**config.mk**
```make
export PLATFORM = sky130hd
export DESIGN_NAME = nf10_arp_pkt_arbiter
export DESIGN_NICKNAME = d
export VERILOG_FILES = /design/src/rtl/nf10_arp_pkt_arbiter.sv
export SDC_FILE = /design/constraint.sdc
export NUM_CORES = 1
export LEC_CHECK = 0
export CORE_AREA = 2 2 514 516
export CTS_BUF_LIST = sky130_fd_sc_hd__clkbuf_8
export CTS_CLUSTER_SIZE = 25
export DETAILED_ROUTE_END_ITERATION = 16
export DIE_AREA = 0 0 516 518
export GPL_TIMING_DRIVEN = 0
export SLEW_MARGIN = 20
export SYNTH_ARGS = -nofsm -noshare
export SYNTH_HDL_FRONTEND = slang
export SYNTH_SLANG_ARGS = --single-unit
```
**constraint.sdc**
```tcl
create_clock -name axi_aclk -period 7.8 [get_ports axi_aclk]
set_clock_uncertainty 0.1 [all_clocks]
set_input_delay 2.34 -clock axi_aclk [delete_from_list [all_inputs] [get_ports axi_aclk]]
set_output_delay 2.34 -clock axi_aclk [all_outputs]
set_load 0.03 [all_outputs]
```
**src/rtl/nf10_arp_pkt_arbiter.sv**
```systemverilog
`default_nettype none
// ============================================================================
// nf10_arp_pkt_arbiter : packet-granular 2:1 AXI-Stream arbiter (port 0 = ARP
// replies, port 1 = bypass) with per-port forwarded-packet counters.
// Revision 1.0
// ============================================================================
module nf10_arp_pkt_arbiter #(
  parameter int C_M_AXIS_DATA_WIDTH  = 256,
  parameter int C_S_AXIS_DATA_WIDTH  = 256,
  parameter int C_M_AXIS_TUSER_WIDTH = 128,
  parameter int C_S_AXIS_TUSER_WIDTH = 128,
  parameter int STRICT_PRIO          = 0
) (
  input  logic                               axi_aclk,
  input  logic                               axi_reset,
  input  logic [C_S_AXIS_DATA_WIDTH-1:0]     s_axis_0_tdata,
  input  logic [C_S_AXIS_DATA_WIDTH/8-1:0]   s_axis_0_tstrb,
  input  logic [C_S_AXIS_TUSER_WIDTH-1:0]    s_axis_0_tuser,
  input  logic                               s_axis_0_tvalid,
  output logic                               s_axis_0_tready,
  input  logic                               s_axis_0_tlast,
  input  logic [C_S_AXIS_DATA_WIDTH-1:0]     s_axis_1_tdata,
  input  logic [C_S_AXIS_DATA_WIDTH/8-1:0]   s_axis_1_tstrb,
  input  logic [C_S_AXIS_TUSER_WIDTH-1:0]    s_axis_1_tuser,
  input  logic                               s_axis_1_tvalid,
  output logic                               s_axis_1_tready,
  input  logic                               s_axis_1_tlast,
  output logic [C_M_AXIS_DATA_WIDTH-1:0]     m_axis_tdata,
  output logic [C_M_AXIS_DATA_WIDTH/8-1:0]   m_axis_tstrb,
  output logic [C_M_AXIS_TUSER_WIDTH-1:0]    m_axis_tuser,
  output logic                               m_axis_tvalid,
  input  logic                               m_axis_tready,
  output logic                               m_axis_tlast,
  output logic [31:0]                        pkt_cnt_0,
  output logic [31:0]                        pkt_cnt_1
);

  localparam logic ST_IDLE = 1'b0;
  localparam logic ST_BUSY = 1'b1;

  logic                              state_q, state_d;
  logic                              grant_q, grant_d;
  logic                              last_grant_q, last_grant_d;
  logic                              tvalid_q, tvalid_d;
  logic                              tlast_q, tlast_d;
  logic [C_M_AXIS_DATA_WIDTH-1:0]    tdata_q, tdata_d;
  logic [C_M_AXIS_DATA_WIDTH/8-1:0]  tstrb_q, tstrb_d;
  logic [C_M_AXIS_TUSER_WIDTH-1:0]   tuser_q, tuser_d;
  logic [31:0]                       cnt0_q, cnt0_d;
  logic [31:0]                       cnt1_q, cnt1_d;
  logic                              out_adv;
  logic                              acc0;
  logic                              acc1;
  logic                              sel_last;

  // The output register may take a new beat when empty or being drained.
  assign out_adv         = !tvalid_q || m_axis_tready;
  assign s_axis_0_tready = (state_q == ST_BUSY) && !grant_q && out_adv;
  assign s_axis_1_tready = (state_q == ST_BUSY) &&  grant_q && out_adv;
  assign acc0            = s_axis_0_tvalid && s_axis_0_tready;
  assign acc1            = s_axis_1_tvalid && s_axis_1_tready;
  assign sel_last        = grant_q ? s_axis_1_tlast : s_axis_0_tlast;

  always_comb begin
    state_d      = state_q;
    grant_d      = grant_q;
    last_grant_d = last_grant_q;
    case (state_q)
      ST_IDLE: begin
        if (s_axis_0_tvalid || s_axis_1_tvalid) begin
          if (s_axis_0_tvalid && s_axis_1_tvalid)
            grant_d = (STRICT_PRIO != 0) ? 1'b0 : !last_grant_q;
          else
            grant_d = !s_axis_0_tvalid;
          last_grant_d = grant_d;
          state_d      = ST_BUSY;
        end
      end
      default: begin
        if ((acc0 || acc1) && sel_last)
          state_d = ST_IDLE;
      end
    endcase
  end

  always_comb begin
    tvalid_d = tvalid_q;
    tlast_d  = tlast_q;
    tdata_d  = tdata_q;
    tstrb_d  = tstrb_q;
    tuser_d  = tuser_q;
    if (acc0 || acc1) begin
      tvalid_d = 1'b1;
      tlast_d  = sel_last;
      tdata_d  = grant_q ? s_axis_1_tdata : s_axis_0_tdata;
      tstrb_d  = grant_q ? s_axis_1_tstrb : s_axis_0_tstrb;
      tuser_d  = grant_q ? s_axis_1_tuser : s_axis_0_tuser;
    end else if (out_adv) begin
      tvalid_d = 1'b0;
    end
  end

  // Free-running 32-bit counters: wrap naturally, never saturate.
  always_comb begin
    cnt0_d = cnt0_q + {31'd0, acc0 && s_axis_0_tlast};
    cnt1_d = cnt1_q + {31'd0, acc1 && s_axis_1_tlast};
  end

  always_ff @(posedge axi_aclk) begin
    if (axi_reset) begin
      state_q      <= ST_IDLE;
      grant_q      <= 1'b0;
      last_grant_q <= 1'b1;
      tvalid_q     <= 1'b0;
      tlast_q      <= 1'b0;
      tdata_q      <= '0;
      tstrb_q      <= '0;
      tuser_q      <= '0;
      cnt0_q       <= 32'd0;
      cnt1_q       <= 32'd0;
    end else begin
      state_q      <= state_d;
      grant_q      <= grant_d;
      last_grant_q <= last_grant_d;
      tvalid_q     <= tvalid_d;
      tlast_q      <= tlast_d;
      tdata_q      <= tdata_d;
      tstrb_q      <= tstrb_d;
      tuser_q      <= tuser_d;
      cnt0_q       <= cnt0_d;
      cnt1_q       <= cnt1_d;
    end
  end

  assign m_axis_tvalid = tvalid_q;
  assign m_axis_tlast  = tlast_q;
  assign m_axis_tdata  = tdata_q;
  assign m_axis_tstrb  = tstrb_q;
  assign m_axis_tuser  = tuser_q;
  assign pkt_cnt_0     = cnt0_q;
  assign pkt_cnt_1     = cnt1_q;

endmodule
`default_nettype wire

```
# Yosys cells after proc, flatten, opt, wreduce, memory -nomap -nowiden

Cells that the tools add are included.
Widths: inputs -> output; s select.

Add/subtract/negate cells: 2
$mul: 0
Divide/modulo/power cells: 0
Order comparisons: 0
Eq/ne operators: 0
Shifts and indexed selects: 0
Multiplexer cells: 10
Bitwise gates (word level): 1
Reductions and logical operators: 19

Operators by type and width:

| operator          | number |
|---|---|
| $mux 256          | 1 |
| $mux 128          | 1 |
| $add 32x1->32     | 2 |
| $mux 32           | 1 |
| $logic_and 1x1->1 | 10 |
| $mux 1            | 7 |
| $logic_not 1->1   | 4 |
| $logic_or 1x1->1  | 3 |
| $reduce_and 2->1  | 1 |
| $reduce_bool 2->1 | 1 |
| $not 1->1         | 1 |

Flip-flop bits (word level): 485
Latch bits: 0
Bits in writable memories: 0
Memory bits (read-only): 0
Input bits: 839
Output and inout port bits: 484
Word-level logic and storage cells: 42
Memories: 0

# Logic depth before layout (Yosys ltp)

Gate-level depths: netlist of run 1.

Depth in word-level cells: 8
Mapped depth: 12
Mapped depth without buffers: 10

# Worst setup path before layout of run 1

OpenSTA, ideal clock, no wires.

Kind: input to output
Start point: in m_axis_tready
End point: out s_axis_0_tready
Data arrival time: 2.967 ns
Required time: 5.360 ns
Setup slack: 2.393 ns
Stages on the path: 3
Buffers on the path: 0
Cell sequence: nand2b_1 > nand2_1 > nor2_1

Cells in the longest elaborated chain, start to end: 2

Ends and longest elaborated chain:

| element           | line | RTL |
|---|---|---|
| start, declared   | 32   | `input logic m_axis_tready,` |
| $logic_or 1x1->1  | 57   | `assign out_adv = !tvalid_q \|\| m_axis_tready;` |
| $logic_and 1x1->1 | 58   | `assign s_axis_0_tready = (state_q == ST_BUSY) && !grant_q && out_adv;` |
| end, declared     | 20   | `output logic s_axis_0_tready,` |

Every way passes these cells.

# Final worst setup path of run 1

Start point: in m_axis_tready
End point: out s_axis_1_tready

Cells in the longest elaborated chain, start to end: 2

Ends and longest elaborated chain:

| element           | line | RTL |
|---|---|---|
| $logic_or 1x1->1  | 57   |  |
| $logic_and 1x1->1 | 59   | `assign s_axis_1_tready = (state_q == ST_BUSY) && grant_q && out_adv;` |
| end, declared     | 26   | `output logic s_axis_1_tready,` |

Every way passes these cells.

==> results of run 1 <==
-- state kept, by name, indices dropped and copies added, names as in the netlist --
signal,count
m_axis_tlast,1
state_q,1
m_axis_tdata,256
pkt_cnt_0,32
grant_q,1
m_axis_tstrb,32
last_grant_q,1
pkt_cnt_1,32
m_axis_tvalid,1
m_axis_tuser,128
-- cell type report --
cell class                 instances  area (um2)
fill                           29500      220400
sequential                       485        9709
multi-input combinational       1527       10610
clock inverter                    51       367.9
inverter                           8       30.03
timing repair buffer            1326       13340
tap                             3515        4398
clock buffer                     117        1610
buffer                           205       828.3
antenna                           98       245.2
-- cells by family (layout without fill, tap and decap cells) --
group / count (synthesis) / in the layout / synth area share (%)
simple gates: 588 / 588 / 12.14
compound gates: 492 / 492 / 16.88
fa+ha+maj: 5 / 5 / 0.2960
flops: 485 / 485 / 45.94
mux: 419 / 419 / 19.86
buf+inv: 213 / 1707 / 3.931
xor+xnor: 23 / 23 / 0.9532
other cells: 0 / 98 / 0
-- layer usage --
layer,track usage [%],vias to the layer above,share of wire [%]
met3,11.60,695,15
met4,6.343,284,3.8
met5,0,-,0.71
li1,-,11170,-
met1,19.81,12230,36
met2,29.89,1673,45
-- power groups by stage --
stage	registers [uW]	logic [uW]	clock network (uW)
6_report	2800	2340	2870
2_1_floorplan	3180	565	0
3_3_place_gp	2840	2350	0
3_5_place_dp	2840	2370	0
5_1_grt	2810	2440	3050
4_1_cts	2790	2380	2970
-- worst reg2reg max path: cells and delay by family (launching register included) --
family / cells / cell delay [ps]
AO/OA/AOI/OAI: 1 / 140
buffers and inverters: 3 / 1370
adder cells (fa/ha/maj): 2 / 620
AND/OR/NAND/NOR: 5 / 2030
flip-flops: 1 / 310
-- layout by cell type, fill, tap and decap left out, types with 11 or more instances in the layout --
| cell type | synthesis | final |
|---|---|---|
| o31ai_1 | 20 | 20 |
| buf_1 | 13 | 11 |
| inv_1 | 8 | 36 |
| buf_2 | 16 | 18 |
| nand3_1 | 19 | 19 |
| a21oi_1 | 38 | 38 |
| or3_1 | 14 | 14 |
| clkbuf_8 | 0 | 117 |
| nand2_1 | 22 | 22 |
| xnor2_1 | 13 | 13 |
| diode_2 | 0 | 98 |
| a211oi_1 | 417 | 417 |
| or4_1 | 21 | 21 |
| nand4_1 | 20 | 20 |
| nor2_1 | 446 | 446 |
| clkbuf_1 | 174 | 154 |
| clkinv_2 | 0 | 11 |
| clkbuf_2 | 0 | 20 |
| clkdlybuf4s50_1 | 0 | 1321 |
| mux2i_1 | 417 | 413 |
| dfxtp_1 | 485 | 485 |
-- stage by stage --
| stage | hold WS (ps) | utilization (%) | instances |
|---|---|---|---|
| final | 397.8 | 15.73 | 7332 |
| after global routing | 414.8 | 15.67 | 7270 |
| after floorplan | 359.6 | - | 2225 |
| after detailed placement | 392.7 | 14.87 | 7066 |
| after CTS | 398.8 | 15.63 | 7234 |
| after global placement | 385.1 | 14.82 | 7061 |
-- path summary, 6_finish.rpt --
check                        start          endpoint  slack (ps)  cells after the start
hold / removal    m_axis_tstrb[13]  m_axis_tstrb[13]         400                      2
hold reg to reg   m_axis_tstrb[13]  m_axis_tstrb[13]         400                      2
setup reg to reg           grant_q     pkt_cnt_1[18]        3120                     11
setup / recovery     m_axis_tready   s_axis_1_tready        1280                      4
==> results.tsv, run 1 <==
metric	value	unit
start_util	8.080	%
post-synth-top-area-cell	dfxtp_1	
rows	188	
ios	1323	
synth_cell_types	40	
drt_iter0_drc	1916	
htree_levels	3	
cp.required	5360	ps
vias	26050	
rsz0062_at_grt	no	
p_leak	0.01294	uW
post_cts_buffers	0	
cap_violations	0	
yosysMostFrequentCell	dfxtp_1	
cts_tree	done	
fin_setup_tns	0	ps
drive_above_1_share	5.216	%
worst_slack	1276	ps
critPathKind	input pin to primary output	
relSlewSlack	22.87	%
grt_pass1_wl	311.3	mm
place_ws	1231	ps
drtPass1Iterations	5	
cellPowerDensity	194.7	nW/um2
die_h	518	um
fin_crit	6524	ps
clkPwrFrac	35.8	%
cts_root_buffer	clkbuf_8	
path_max_fanout	5	
syn_area	21130	um2
port_buffers	1321	
nets	4501	
synth_area_leaders	dfxtp_1 (46%), mux2i_1 (20%), a211oi_1 (15%), nor2_1 (7.9%), clkbuf_1 (3.1%)	
dp_hpwl	231.4	mm
p_sw	2865	uW
cp_slowest_stage_delay	860	ps
tightest_slew	1157	ps
async_flop_share	0	%
syn_nets	3069	
grt.total_usage	18.62	%
path_common_cell	clkdlybuf4s50_1	
place_area	38910	um2
syn2layout_area_growth	94.64	%
pwr-share-comb	29.3	%
hold_buffers	0	
seqPwrFrac	34.9	%
cp.arrival	4080	ps
synth_edf_count	0	
gp_congestion	0.8966	
core_area	261600	um2
synth_top_area_share	45.94	%
finalCritPeriodShare	83.64	%
synth_commonest_cells	dfxtp_1 (485), nor2_1 (446), a211oi_1 (417), mux2i_1 (417), clkbuf_1 (174)	
total_power	8010	uW
cp-start-kind	input pin	
finalSetupViolCount	0	
ys_warn_count	0	
overflow	0	
grt_max_degree	17	
p_int	5144	uW
grt_pass1_vias	25100	
ys_seq_elements	485	
endpoint_kind	primary output	
clock_sinks	485	
vias_per_cell	3.553	
avgSynthCellArea	9.498	um2
peakVddDrop	0.1474	mV
crit_slowest_cell	clkdlybuf4s50_1	
ant_nets	0	
fp.dieArea	267300	um2
final_area	41130	um2
swShare	35.77	%
cts_made_buffers	104	
drc	0	
wirelength	259.9	mm
syn_inst	2225	
avgRoutedWirePerCell	35.44	um
status	finished, final reports clean	
clk_latency	930	ps
crit_family	buffers and inverters	
path_cells	clkdlybuf4s50_1 -> nand2b_1 -> and3_1 -> clkdlybuf4s50_1	
clk_pin_slew	50	ps
holdCritPathClass	flop to flop	
maxSlewViolCount	0	
ys_seq_area_share	45.94	%
cts_max_path_buffers	4	
ys.flop_type	dfxtp_1	
fmax	153.3	MHz
grt_antenna_before_repair	336	
crit_buf_inv	2	
die_x	516	um
hold_viol_final	0	
post_cts_resized	0	
Power figures use the tool's default switching activity.
==> run 2: changes to the inputs <==
- CORE_AREA: 2 2 514 516 -> 2 2 512 514
- DIE_AREA: 0 0 516 518 -> 0 0 514 516
- clock period: 7.8 -> 6.3 ns (I/O delays scaled with it)
==> results.tsv, run 2 (synthesis gave the netlist of run 1 again) <==
metric	value	unit
status	finished, final reports clean	
cts_tree	done	
drt_iter0_drc	1803	
post-place-cells	6954	
rsz0062_at_grt	no	
fin_crit	5828	ps
die_h	516	um
cap_violations	0	
port_buffers	1321	
cts_max_path_buffers	3	
maxSlewViolCount	0	
path_common_cell	buf_2	
crit_family	buffers and inverters	
fmax	171.6	MHz
cellPowerDensity	248.3	nW/um2
clk_latency	870	ps
fin_setup_tns	0	ps
overflow	0	
start_util	8.152	%
cp.arrival	3840	ps
finalSetupViolCount	0	
rows	187	
vias	25910	
wirelength	253.2	mm
core_area	259200	um2
avgRoutedWirePerCell	35.04	um
p_leak	0.01307	uW
critPathKind	flop to primary output	
post_cts_buffers	0	
cp.required	4310	ps
grt_pass1_vias	25020	
drtPass1Iterations	5	
swShare	35.98	%
final_area	41260	um2
cp_slowest_stage_delay	770	ps
path_max_fanout	10	
seqPwrFrac	33.9	%
clk_pin_slew	80	ps
tightest_slew	1084	ps
finalCritPeriodShare	92.51	%
vias_per_cell	3.587	
clkPwrFrac	37.8	%
nets	4500	
path_cells	buf_2 -> clkbuf_1 -> buf_2 -> nor2_1 -> clkdlybuf4s50_1	
crit_buf_inv	4	
cts_root_buffer	clkbuf_8	
clock_sinks	485	
endpoint_kind	primary output	
drive_above_1_share	5.860	%
largest_register_ffs	256	
grt_antenna_before_repair	312	
die_x	514	um
p_int	6559	uW
ant_nets	0	
cp-start-kind	flop	
holdCritPathClass	flop to flop	
p_sw	3687	uW
mostFrequentLayoutCells	clkdlybuf4s50_1 (1321), dfxtp_1 (485), nor2_1 (446)	
peakVddDrop	0.1543	mV
htree_levels	3	
drc	0	
hold_viol_final	0	
grt_max_degree	19	
place_area	38820	um2
relSlewSlack	26.32	%
fp.dieArea	265200	um2
layout_commonest_cell	clkdlybuf4s50_1	
gp_congestion	0.9141	
dp_hpwl	226.7	mm
post_cts_resized	0	
grt.total_usage	18.26	%
ios	1323	
pwr-share-comb	28.3	%
stdcell_count	7224	
syn2layout_area_growth	95.24	%
cts_made_buffers	101	
hold_buffers	0	
crit_slowest_cell	clkbuf_1	
grt_pass1_wl	302.4	mm
-- run 2: metrics by stage --
stage,total power [uW],util [%],hold WS (ps),setup slack (ps)
after floorplan,4633,-,359.6,1735
after global placement,6418,14.89,372.1,-17.33
after detailed placement,6459,14.98,379.1,443.0
after CTS,10410,15.83,393.8,159.6
after global routing,10620,15.87,410.5,173.0
final,10250,15.92,391.0,471.6
-- run 2: cell type report --
type	instances	area (um2)
Multi-Input combinational cell	1527	10650
Buffer	205	823.3
Sequential cell	485	9709
Timing Repair Buffer	1328	13360
Fill cell	29040	218000
Clock buffer	114	1569
Tap cell	3402	4257
Clock inverter	70	646.9
Antenna cell	85	212.7
Inverter	8	30.03
-- run 2: final timing paths --
kind                  from  slack, ps              end  cells after the start
min          pkt_cnt_1[31]        390    pkt_cnt_1[31]                      2
min reg2reg  pkt_cnt_1[31]        390    pkt_cnt_1[31]                      2
max reg2reg        grant_q       1860    pkt_cnt_0[16]                     12
max                grant_q        470  s_axis_0_tready                      5
-- run 2: tightest hold or removal path, cell delays in order (launching register included) --
cell and delay, ps:
dfxtp_1 320, o31ai_1 60, a21oi_1 50
-- run 2: metal layers --
metal	share of wire, %	vias up	GRT usage (%)
li1	-	11160	-
met1	38	12170	20.06
met2	42	1722	27.66
met3	14	626	11.60
met4	5.3	228	7.965
met5	0.56	-	0
-- run 2: power groups by stage --
stage / combinational (uW) / sequential [uW] / clock (uW)
floorplan: 700 / 3930 / 0
global placement: 2890 / 3530 / 0
detailed placement: 2930 / 3530 / 0
CTS: 2940 / 3470 / 4000
global route: 3020 / 3490 / 4100
finish: 2900 / 3480 / 3870
==> run 3: changes to the inputs <==
- CAP_MARGIN: unset -> 40
- TNS_END_PERCENT: unset -> 1
==> results.tsv, run 3 (synthesis gave the netlist of run 1 again) <==
metric	value	unit
wirelength	253.2	mm
hold_viol_final	0	
total_power	10240	uW
grt_antenna_before_repair	318	
overflow	0	
hold_buffers	0	
drt_iter0_drc	2036	
fp.dieArea	265200	um2
rsz0062_at_grt	no	
mostFrequentLayoutCells	clkdlybuf4s50_1 (1321), dfxtp_1 (485), nor2_1 (446)	
cellPowerDensity	244.9	nW/um2
die_x	514	um
maxSlewViolCount	0	
fin_crit	5717	ps
finalCritPeriodShare	90.74	%
grt_max_degree	19	
core_area	259200	um2
cp.required	4310	ps
grt_pass1_vias	25140	
cp.arrival	3730	ps
clk_pin_slew	50	ps
post_cts_buffers	0	
grt.total_usage	18.24	%
clk_latency	850	ps
path_max_fanout	5	
cts_tree	done	
syn2layout_area_growth	97.89	%
vias	26210	
cp-start-kind	input pin	
fin_hold_ws	395.0	ps
ant_nets	0	
grt_pass1_wl	303.3	mm
critPathKind	input pin to primary output	
endpoint_kind	primary output	
start_util	8.152	%
relSlewSlack	20.82	%
hold_start	pkt_cnt_1[31]	
avgRoutedWirePerCell	34.75	um
clock_sinks	485	
utilization	16.13	%
gp_congestion	0.9141	
drc	0	
cts_root_buffer	clkbuf_8	
tightest_slew	1155	ps
htree_levels	3	
largest_register_ffs	256	
drive_above_1_share	7.173	%
fin_setup_tns	0	ps
vias_per_cell	3.597	
nets	4551	
p_leak	0.01333	uW
cts_made_buffers	101	
post-place-cells	6999	
status	finished, final reports clean	
stdcell_count	7285	
peakVddDrop	0.1507	mV
rows	187	
finalSetupViolCount	0	
cp-startpoint	m_axis_tready	
cts_max_path_buffers	3	
post_cts_resized	0	
ios	1323	
layout_commonest_cell	clkdlybuf4s50_1	
fmax	174.9	MHz
reg2reg_from	grant_q	
die_h	516	um
port_buffers	1321	
cap_violations	0	
dp_hpwl	227.0	mm
drtPass1Iterations	5	
holdCritPathClass	flop to flop	
-- run 3: path summary, 6_finish.rpt --
kind	to	slack, ps	cells after the start
max	s_axis_1_tready	580	4
max reg2reg	pkt_cnt_1[21]	1940	11
min	pkt_cnt_1[31]	390	2
min reg2reg	pkt_cnt_1[31]	390	2
-- run 3: final cells by class --
| type | instances | area (um2) |
|---|---|---|
| diodes | 105 | 262.8 |
| plain buffers | 205 | 823.3 |
| clock buffers | 124 | 1707 |
| clock inverters | 50 | 481.7 |
| fillers | 28950 | 217400 |
| inverters | 8 | 30.03 |
| multi-input cells | 1527 | 10650 |
| flip-flops and latches | 485 | 9709 |
| well taps | 3402 | 4257 |
| repair buffers | 1379 | 13900 |
-- run 3: per-layer routing --
| metal | global-route usage [%] | share of wire, % |
|---|---|---|
| met5 | 0.4146 | 0.60 |
| met4 | 7.678 | 4.8 |
| met3 | 11.20 | 14 |
| met2 | 27.72 | 43 |
| met1 | 20.28 | 38 |
-- run 3: worst max-delay path, cell delays in order --
cell,delay [ps]
clkdlybuf4s50_1,550
nand2b_1,230
and3_1,210
clkdlybuf4s50_1,840
-- run 3: where the power goes --
part           switching, uW  internal [uW]  total, uW
clock                   1770           2050       3820
sequential               171           3300       3480
combinational           1720           1230       2950
-- run 3: stage by stage --
stage,worst slack (ps),area [um2]
floorplan,1735,21130
global placement,-17.33,38610
detailed placement,487.2,39300
CTS,506.3,41490
global route,456.1,41670
finish,583.2,41820
